$ cat config.mk
export PLATFORM = sky130hd
export DESIGN_NAME = noc_matrix_arbiter_flat
export DESIGN_NICKNAME = d
export VERILOG_FILES = /design/src/rtl/noc_matrix_arbiter_pkg.sv /design/src/rtl/noc_matrix_arbiter_if.sv /design/src/rtl/noc_matrix_arbiter_pick.sv /design/src/rtl/noc_matrix_arbiter.sv /design/src/flat_wrapper.sv
export SDC_FILE = /design/constraint.sdc
export NUM_CORES = 1
export LEC_CHECK = 0
export CORE_UTILIZATION = 53
export CTS_CLUSTER_DIAMETER = 40
export DETAILED_ROUTE_END_ITERATION = 8
export PLACE_DENSITY_LB_ADDON = 0.12
export SYNTH_ARGS = -nofsm -noshare
export SYNTH_HDL_FRONTEND = slang
export SYNTH_SLANG_ARGS = --single-unit
$ cat constraint.sdc
create_clock -name clk -period 4.3 [get_ports clk]
set_input_delay 0.43 -clock clk [delete_from_list [all_inputs] [get_ports clk]]
set_output_delay 0.43 -clock clk [all_outputs]
set_load 0.05 [all_outputs]
$ cat src/rtl/noc_matrix_arbiter_pkg.sv
// Shared types and helpers for the two-class matrix arbiter.
// Holds the lock FSM state type, age-width helper, matrix indexing and one-hot decode.
package noc_arb_pkg;

   typedef enum logic {
      ARB_IDLE   = 1'b0,
      ARB_LOCKED = 1'b1
   } arb_state_t;

   localparam int MAX_N = 16;

   // Width of an age counter that must hold 0..age_max.
   function automatic int age_w(input int age_max);
      return (age_max < 1) ? 1 : $clog2(age_max + 1);
   endfunction

   // Bit position of prio[i][j] (i>j) in the flattened lower triangle.
   function automatic int tri_idx(input int i, input int j);
      return (i * (i - 1)) / 2 + j;
   endfunction

   function automatic logic [3:0] onehot2bin(input logic [MAX_N-1:0] oh);
      logic [3:0] b;
      b = '0;
      for (int k = 0; k < MAX_N; k++)
         if (oh[k]) b = b | 4'(k);
      return b;
   endfunction

endpackage

$ cat src/rtl/noc_matrix_arbiter_if.sv
// Request/grant bundle between input-VC request logic and the output-port arbiter.
// master: requester side (drives req_hi/req_lo/tail/ready); slave: arbiter side.
interface noc_matrix_arbiter_if #(
   parameter int N = 8
);
   localparam int IW = (N > 1) ? $clog2(N) : 1;

   logic [N-1:0]  req_hi;
   logic [N-1:0]  req_lo;
   logic [N-1:0]  tail;
   logic          ready;
   logic [N-1:0]  grant;
   logic          grant_valid;
   logic [IW-1:0] grant_idx;
   logic          locked;

   modport master (
      output req_hi, req_lo, tail, ready,
      input  grant, grant_valid, grant_idx, locked
   );

   modport slave (
      input  req_hi, req_lo, tail, ready,
      output grant, grant_valid, grant_idx, locked
   );

endinterface

$ cat src/rtl/noc_matrix_arbiter_pick.sv
// Combinational matrix pick: one-hot winner among eff using the triangular prio matrix.
// Ports: eff (requests), prio (flattened prio[i][j], i>j), win (one-hot or zero).
module noc_matrix_pick
   import noc_arb_pkg::*;
#(
   parameter  int N  = 8,
   localparam int NP = N * (N - 1) / 2
) (
   input  logic [N-1:0]  eff,
   input  logic [NP-1:0] prio,
   output logic [N-1:0]  win
);

   always_comb begin
      logic ok;
      win = '0;
      for (int i = 0; i < N; i++) begin
         ok = eff[i];
         for (int j = 0; j < N; j++) begin
            if (j != i && eff[j]) begin
               if (i > j) ok = ok & prio[tri_idx(i, j)];
               else       ok = ok & ~prio[tri_idx(j, i)];
            end
         end
         win[i] = ok;
      end
   end

endmodule

$ cat src/rtl/noc_matrix_arbiter.sv
// Two-class least-recently-granted matrix arbiter with wormhole lock and aging.
// Ports: clk, rst_n (async, active-low), bus (slave: req_hi/req_lo/tail/ready in,
// grant/grant_valid/grant_idx/locked out).
module noc_matrix_arbiter
   import noc_arb_pkg::*;
#(
   parameter int N       = 8,
   parameter int AGE_MAX = 15
) (
   input  logic               clk,
   input  logic               rst_n,
   noc_matrix_arbiter_if.slave bus
);

   localparam int IW = (N > 1) ? $clog2(N) : 1;
   localparam int NP = N * (N - 1) / 2;
   localparam int AW = age_w(AGE_MAX);
   localparam bit AGE_EN = (AGE_MAX != 0);
   localparam logic [AW-1:0] AGE_TOP = AW'(AGE_MAX);

   arb_state_t    state_q, state_d;
   logic [IW-1:0] lock_idx_q, lock_idx_d;
   logic [NP-1:0] prio_q, prio_d;
   logic [AW-1:0] age_q [N];

   logic [N-1:0]  req;
   logic [N-1:0]  aged;
   logic [N-1:0]  hi;
   logic [N-1:0]  eff;
   logic [N-1:0]  win;
   logic [N-1:0]  lock_oh;
   logic [N-1:0]  grant;
   logic [IW-1:0] win_idx;
   logic [IW-1:0] grant_idx;
   logic          xfer;
   logic          win_xfer;

   assign req = bus.req_hi | bus.req_lo;

   always_comb begin
      aged = '0;
      for (int i = 0; i < N; i++)
         aged[i] = AGE_EN && bus.req_lo[i] && (age_q[i] == AGE_TOP);
   end

   // High class (explicit or promoted) masks the low class entirely.
   assign hi  = bus.req_hi | aged;
   assign eff = (|hi) ? hi : bus.req_lo;

   noc_matrix_pick #(.N(N)) u_pick (
      .eff  (eff),
      .prio (prio_q),
      .win  (win)
   );

   assign win_idx = IW'(onehot2bin(MAX_N'(win)));
   assign lock_oh = N'(1) << lock_idx_q;

   always_comb begin
      grant = '0;
      unique case (state_q)
         ARB_IDLE:   grant = win;
         ARB_LOCKED: grant = lock_oh & req;
      endcase
   end

   assign grant_idx = IW'(onehot2bin(MAX_N'(grant)));
   assign xfer      = (|grant) & bus.ready;
   assign win_xfer  = xfer && (state_q == ARB_IDLE);

   assign bus.grant       = grant;
   assign bus.grant_valid = |grant;
   assign bus.grant_idx   = grant_idx;
   assign bus.locked      = (state_q == ARB_LOCKED);

   always_comb begin
      state_d    = state_q;
      lock_idx_d = lock_idx_q;
      unique case (state_q)
         ARB_IDLE: begin
            if (win_xfer && !bus.tail[win_idx]) begin
               state_d    = ARB_LOCKED;
               lock_idx_d = win_idx;
            end
         end
         ARB_LOCKED: begin
            if (xfer && bus.tail[lock_idx_q])
               state_d = ARB_IDLE;
         end
      endcase
   end

   // Winner drops below everyone: its row bits clear, its column bits set.
   always_comb begin
      prio_d = prio_q;
      if (win_xfer) begin
         for (int i = 1; i < N; i++) begin
            for (int j = 0; j < i; j++) begin
               if (i == int'(win_idx)) prio_d[tri_idx(i, j)] = 1'b0;
               if (j == int'(win_idx)) prio_d[tri_idx(i, j)] = 1'b1;
            end
         end
      end
   end

   always_ff @(posedge clk or negedge rst_n) begin
      if (!rst_n) begin
         state_q    <= ARB_IDLE;
         lock_idx_q <= '0;
         prio_q     <= '1;
      end else begin
         state_q    <= state_d;
         lock_idx_q <= lock_idx_d;
         prio_q     <= prio_d;
      end
   end

   always_ff @(posedge clk or negedge rst_n) begin
      if (!rst_n) begin
         for (int i = 0; i < N; i++) age_q[i] <= '0;
      end else begin
         for (int i = 0; i < N; i++) begin
            if (!bus.req_lo[i] || (xfer && grant[i]))
               age_q[i] <= '0;
            else if (age_q[i] != AGE_TOP)
               age_q[i] <= age_q[i] + 1'b1;
         end
      end
   end

   a_grant_onehot0 : assert property (
      @(posedge clk) disable iff (!rst_n) $onehot0(grant)
   ) else $error("grant not one-hot: %b", grant);

endmodule

$ cat src/flat_wrapper.sv
// flat-port wrapper written by rule: the top's interface ports become plain ports
module noc_matrix_arbiter_flat import noc_arb_pkg::*;
#(
   parameter int N       = 8,
   parameter int AGE_MAX = 15
)
  (clk, rst_n, bus_req_hi, bus_req_lo, bus_tail, bus_ready, bus_grant, bus_grant_valid, bus_grant_idx, bus_locked);
  noc_matrix_arbiter_if #(.N(N)) bus_i ();
  input  logic clk;
  input  logic rst_n;
  input wire logic [$bits(bus_i.req_hi)-1:0] bus_req_hi;
  input wire logic [$bits(bus_i.req_lo)-1:0] bus_req_lo;
  input wire logic [$bits(bus_i.tail)-1:0] bus_tail;
  input wire logic [$bits(bus_i.ready)-1:0] bus_ready;
  output wire logic [$bits(bus_i.grant)-1:0] bus_grant;
  output wire logic [$bits(bus_i.grant_valid)-1:0] bus_grant_valid;
  output wire logic [$bits(bus_i.grant_idx)-1:0] bus_grant_idx;
  output wire logic [$bits(bus_i.locked)-1:0] bus_locked;
  assign bus_i.req_hi = bus_req_hi;
  assign bus_i.req_lo = bus_req_lo;
  assign bus_i.tail = bus_tail;
  assign bus_i.ready = bus_ready;
  assign bus_grant = bus_i.grant;
  assign bus_grant_valid = bus_i.grant_valid;
  assign bus_grant_idx = bus_i.grant_idx;
  assign bus_locked = bus_i.locked;
  noc_matrix_arbiter #(.N(N), .AGE_MAX(AGE_MAX)) u_core (.clk(clk), .rst_n(rst_n), .bus(bus_i));
endmodule
# == Word level (Yosys, flattened, before mapping) ==
# Cells that the tools add are included.
# Widths: inputs -> output; s select.
# word_totals
register_bits,64
in_bits,27
output_inout_bits,13
word_cells,395
# op_classes
n_addsub,8
n_lt_le_gt_ge,2
n_eq_ne,23
shifts,1
muxes,130
bitwise_logic,89
n_reduce_logical,104
# ops
operator,count
$mux 1,97
$reduce_bool 2->1,36
$mux 4,16
$reduce_and 2->1,29
$and 1x1->1,57
$add 4x1->4 const B,8
$eq 4x4->1 const B,8
$ne 4x4->1 const B,8
$not 1->1,29
$mux 3,8
$logic_and 1x1->1,19
$or 8x8->8,2
$pmux 8 s2,1
$reduce_or 8->1,2
$eq 3x3->1 const A,4
$logic_not 1->1,9
$and 8x8->8,1
$logic_or 1x1->1,8
$lt 3x4->1 const B,2
$mux 2,4
$mux 8,1
$shl 1x3->8 const A,1
$bmux 1 s3,2
$eq 2x3->1 const A,2
other kinds (3),3

# == Depth between registers and ports, before layout ==
# logic_depth
ltp_word,32
depth_mapped,12
depth_no_buf,10

# == Cells and area by module ==
# From an unflattened synthesis, not the netlist that was laid out.
# hier_totals
hier_cells,422
hier_area_um2,3866.2
# by_module_without_submodules
module,instances,cells_each,area_per_inst_um2
noc_matrix_arbiter,1,363,3488.3
noc_matrix_pick,1,59,377.9

# == Worst setup path before layout ==
# OpenSTA, ideal clock, no wires.
# synth_timing
path_kind,reg2reg
start,reg u_core.age_q[8] in the netlist's numbering
end,reg u_core.lock_idx_q[0]
setup_ns,0.125
arrival_time_ns,3.989
path_slack_ns,0.186
path_stages_with_launch,11
n_path_buf,0
period_less_slack_ns,4.114
cell_sequence,dfrtp_1 -> ha_1 -> a41o_1 -> or4_4 -> nor4_1 -> o211ai_1 -> o21ai_1 -> nor4b_2 -> a311oi_2 -> o211a_2 -> mux2_4
# synth_via
elab_cells_between_ends,133
# synth_rtl
item,line_no,rtl
start: declaration,noc_matrix_arbiter.sv:24,logic [AW-1:0] age_q [N];
start signal: indexed assignment,noc_matrix_arbiter.sv:126,age_q[i] <= age_q[i] + 1'b1;
$eq 4x4->1 (*),noc_matrix_arbiter.sv:43,aged[i] = AGE_EN && bus.req_lo[i] && (age_q[i] == AGE_TOP);
$logic_and 1x1->1 (*),noc_matrix_arbiter.sv:43,
$or 8x8->8 (*),noc_matrix_arbiter.sv:47,assign hi = bus.req_hi | aged;
$reduce_or 8->1,noc_matrix_arbiter.sv:48,assign eff = (|hi) ? hi : bus.req_lo;
$mux 8 (*),noc_matrix_arbiter.sv:48,
$and 1x1->1,noc_matrix_arbiter_pick.sv:21,"if (i > j) ok = ok & prio[tri_idx(i, j)];"
$mux 1,noc_matrix_arbiter_pick.sv:20,if (j != i && eff[j]) begin
$and 1x1->1,noc_matrix_arbiter_pick.sv:21,
[... 10 more ...],--,
$mux 1 (*),noc_matrix_arbiter_pick.sv:20,
$pmux 8 s2 (*),noc_matrix_arbiter.sv:61,unique case (state_q)
net bus_grant[3],flat_wrapper.sv:15,output wire logic [$bits(bus_i.grant)-1:0] bus_grant;
$reduce_or 8->1 (*),noc_matrix_arbiter.sv:68,assign xfer = (|grant) & bus.ready;
$and 1x1->1 (*),noc_matrix_arbiter.sv:68,
$logic_and 1x1->1 (*),noc_matrix_arbiter.sv:69,assign win_xfer = xfer && (state_q == ARB_IDLE);
$logic_and 1x1->1 (*),noc_matrix_arbiter.sv:81,if (win_xfer && !bus.tail[win_idx]) begin
$reduce_and 2->1 (no line) (*),--,
end signal: assignment,noc_matrix_arbiter.sv:113,lock_idx_q <= lock_idx_d;
end: declaration,noc_matrix_arbiter.sv:22,"logic [IW-1:0] lock_idx_q, lock_idx_d;"
# The timed path passes the listed nets; every way through them passes the cells marked *. The select of a mux whose other input is x is not followed.
# A chain may end at the register's enable or synchronous reset.

# == Worst setup path in the final report ==
# layout_timing
start,in bus_req_hi[0]
end,out bus_grant_idx[0]
# layout_via
elab_chain_len,25
elab_cells_between_ends,67
# layout_rtl
item,line_no,rtl
start: declaration,flat_wrapper.sv:11,input wire logic [$bits(bus_i.req_hi)-1:0] bus_req_hi;
$or 8x8->8 (*),noc_matrix_arbiter.sv:47,
$reduce_or 8->1,noc_matrix_arbiter.sv:48,
$mux 8 (*),noc_matrix_arbiter.sv:48,
$and 1x1->1,noc_matrix_arbiter_pick.sv:21,
$mux 1,noc_matrix_arbiter_pick.sv:20,
$and 1x1->1,noc_matrix_arbiter_pick.sv:22,"else ok = ok & ~prio[tri_idx(j, i)];"
$mux 1,noc_matrix_arbiter_pick.sv:20,
$and 1x1->1,noc_matrix_arbiter_pick.sv:22,
[... 6 more ...],--,
$mux 1,noc_matrix_arbiter_pick.sv:20,
$and 1x1->1,noc_matrix_arbiter_pick.sv:22,
$mux 1,noc_matrix_arbiter_pick.sv:20,
$pmux 8 s2 (*),noc_matrix_arbiter.sv:61,
$mux 1,noc_matrix_arbiter_pkg.sv:26,if (oh[k]) b = b | 4'(k);
$mux 2 (2 in series),noc_matrix_arbiter_pkg.sv:26,
$mux 3 (3 in series),noc_matrix_arbiter_pkg.sv:26,
$mux 3 (*),noc_matrix_arbiter_pkg.sv:26,
end: declaration,flat_wrapper.sv:17,output wire logic [$bits(bus_i.grant_idx)-1:0] bus_grant_idx;
# Mark *: on every way between the ends. The rest lies on a longest branch, timed or not.

==> flow_summary.ini <==
[grt]
antenna_violations_before_repair = 0
grt_max_degree = 65
first_global_vias = 4237
gr_util_all_layers_pct = 36.00
global_route.overflow_total = 0
wire_length_of_the_first_global_routing_pass_mm = 22.58

[die]
rows = 31
die_w_um = 90.47
floorplan.core_area_um2 = 7408
start_util_pct = 55.99
floorplan.io_pins = 40
floorplan.die.height_um = 90.47
dieArea_um2 = 8184

[power]
worst_ir_drop_on_vdd_mv = 0.4579
report.power.total_mw = 3.323
power_density_nw_per_um2 = 641.1
power.leakage_nw = 2.274

[worst_setup_path]
crit_path_max_fanout = 7
worst_setup_path_end_kind = primary output
timing.critical_path.max_delay_family = simple AND/OR/NAND/NOR gates
setup.worst_path.class = in -> out
slowest_delay_ps = 580
crit_chain = clkdlybuf4s50_1 > or4_4 > or4_4 > nor3_4 > o21ai_1 > nor4b_2 > buf_4 > a21o_1 > or4_1 > buf_12
cpMostUsedCell = or4_4
worst-endpoint-required_ps = 3870
slowest_stage = or4_4
crit_path_start_kind = primary input
worst-endpoint-arrival_ps = 3740
buffer_and_inverter_count_on_the_worst_path = 3

[sta]
finalSetupViolations = 0
fmax_mhz = 239.7
hold_violations = 0
timing_max_transition_violations_final = 0
fin_skew_ps = 11.98
worst_slew_margin_rel_pct = 47.04
totalNegativeSetupSlack_ps = 0
final.setup.worst_slack_ps = 128.8
worst_pin_slew_ps = 794.4
fin_hold_ws_ps = 233.4
final.period_utilization_pct = 97.00
min_period_ps = 4171
grt_setup_unrepaired = false

[cts]
clock_latency_ps = 360
tritoncts = built
clock_sink_count = 64
cts-root-buf = clkbuf_8
ctsHtreeMaxLevel = 3
clockBufferDepth = 2
clk_pin_slew_worst_paths_ps = 80
cts_buffers = 9

[synthesis]
synth-edff-count = 0
post_synth_inst_count = 455
syn_area_per_cell_um2 = 9.116
syn-num-nets = 490
synth-seq-cells = 64
synth-seq-area-share_pct = 39.46
ys_async_sr_fraction_pct = 100.0
ys_dominant_reg_cell = dfrtp_1
yosysUniqueCellTypes = 65
yosys_warnings = 0
syn-cell-area_um2 = 4148

[place]
hpwl_mm = 10.73
dp_cells = 620
io_buffers = 39
place_worst_setup_slack_ps = 103.8
placed_area_um2 = 4940
finalWeightedCongestion = 1.083

[hold_path]
timing.hold.worst.class = in -> async

[cells_and_area]
final_nets = 570
drive_above_1_share_pct = 21.48
post_layout_util_pct = 69.97
fillCellCount = 598
multiInputGateArea_um2 = 2417
final_cell_area_um2 = 5184
diodes = 0
final_cell_count_no_fill = 639
layout-area-overhead-vs-synth_pct = 24.98
layout.area.seq_um2 = 1637

[routing]
avgViaCountPerCell = 6.884
number_of_iterations_in_the_first_detailed_routing_pass = 6
drtAntennaViolNets = 0
drc = 0
postRouteWirelength_mm = 14.17
avgRoutedWirePerCell_um = 22.18
dr_total_vias = 4399
drt_iter0_markers = 641

[run_status]
outcome = complete, no violations

[flow_run]
cap_viol_max_count = 0
==> cells by family after synthesis <==
kind of cell	after synthesis	share of synthesized area, %
compound gates	155	27.36
xor+xnor	8	1.689
fa+ha+maj	8	2.413
buf+inv	26	2.413
flops	64	39.46
mux	15	4.615
simple gates	179	22.05
==> final timing paths <==
check | cells past startpoint | to | slack [ps] | start
setup / recovery | 10 | bus_grant_idx[0] | 130 | bus_req_hi[0]
hold / removal | 2 | u_core.age_q[22]$_DFFE_PN0P_ | 230 | rst_n
setup reg to reg | 10 | u_core.lock_idx_q[2]$_DFFE_PN0P_ | 440 | u_core.age_q[8]$_DFFE_PN0P_
hold reg to reg | 2 | u_core.prio_q[26]$_DFFE_PN1P_ | 520 | u_core.prio_q[26]$_DFFE_PN1P_
max in group asynchronous | 2 | u_core.age_q[11]$_DFFE_PN0P_ | 3540 | rst_n
min in group clk | 2 | u_core.prio_q[26]$_DFFE_PN1P_ | 520 | u_core.prio_q[26]$_DFFE_PN1P_
==> final cells by class <==
type,count,share of cell area (%)
Clock buffer,10,2.462
Clock inverter,6,1.810
Inverter,15,1.086
Multi-Input combinational cell,365,46.63
Sequential cell,64,31.57
Tap cell,99,2.390
Timing Repair Buffer,80,14.05
==> worst register-to-register path: cells and delay by family, from the launching register on <==
kind                       cells  cell delay (ps)
and+or+nand+nor                4             1730
AOI/OAI and AO/OA              4             1010
DFF                            1              420
muxes                          1              310
adders and majority gates      1              280
==> routing by layer <==
metal / track usage [%] / wire length (um) / up-vias
met1: 46.49 / 5717 / 2121
met4: 17.20 / 575 / 0
met5: 0 / 0 / -
met2: 56.25 / 6469 / 277
met3: 9.175 / 1409 / 60
li1: - / - / 1941
==> flip-flops by register name (all words and copies together) (netlist names) <==
name	count
u_core.bus.locked	1
u_core.lock_idx_q	3
u_core.age_q	32
u_core.prio_q	28
==> report_power, final <==
part	leakage, nW	switching [mW]	internal, mW	total, mW
clock network	0.107	0.254	0.329	0.584
logic	1.40	0.831	0.698	1.53
registers	0.772	0.329	0.881	1.21
==> cells in the final DEF (no fill, tap or decap), drive strengths merged, types with 8 or more instances in the layout <==
| cell type | netlist | routed |
|---|---|---|
| a211oi | 8 | 8 |
| a21o | 17 | 17 |
| a22oi | 8 | 8 |
| a31oi | 10 | 10 |
| a41o | 8 | 8 |
| buf | 2 | 53 |
| clkbuf | 9 | 10 |
| clkdlybuf4s50 | 0 | 27 |
| dfrtp | 36 | 36 |
| dfstp | 28 | 28 |
| ha | 8 | 8 |
| inv | 15 | 15 |
| mux2i | 9 | 9 |
| nand2 | 32 | 32 |
| nand3 | 22 | 22 |
| nor2 | 57 | 57 |
| nor3 | 21 | 21 |
| o21ai | 35 | 35 |
| o22ai | 12 | 12 |
==> cells in the mapped netlist, types with 3 or more instances <==
cell,number,area [um^2]
a211oi_1,7,52.55
a21o_1,17,127.6
a21oi_1,4,20.02
a221oi_1,5,43.79
a222oi_1,5,50.05
a22o_1,3,26.28
a22oi_1,8,60.06
a31oi_1,10,62.56
a41o_1,8,80.08
a41oi_1,4,35.03
and3_1,4,25.02
clkbuf_1,9,33.78
dfrtp_1,36,900.9
dfstp_2,28,735.7
ha_1,8,100.1
inv_1,15,56.30
mux2_4,3,45.04
mux2i_1,9,90.09
nand2_1,32,120.1
nand2b_1,3,18.77
nand3_1,22,110.1
nand3b_1,3,22.52
nand4_1,7,43.79
nor2_1,57,214.0
nor3_1,19,95.09
nor3b_1,4,30.03
nor4_1,4,25.02
nor4b_1,3,26.28
o2111ai_1,3,26.28
o211ai_1,4,30.03
o21a_1,5,37.54
o21ai_0,29,145.1
o21ai_1,6,30.03
o221ai_1,7,61.31
o22ai_1,12,75.07
o2bb2ai_1,4,35.03
or3_1,6,37.54
xnor2_1,7,61.31
==> timing repair <==
item,4_1_cts,5_1_grt
gates resized for setup,0,0
hold buffers,0,0
buffers inserted,0,3
endpoints found under the setup margin,0,1
endpoints found under the hold margin,0,0
No activity file was read; power rests on OpenSTA's default activity.
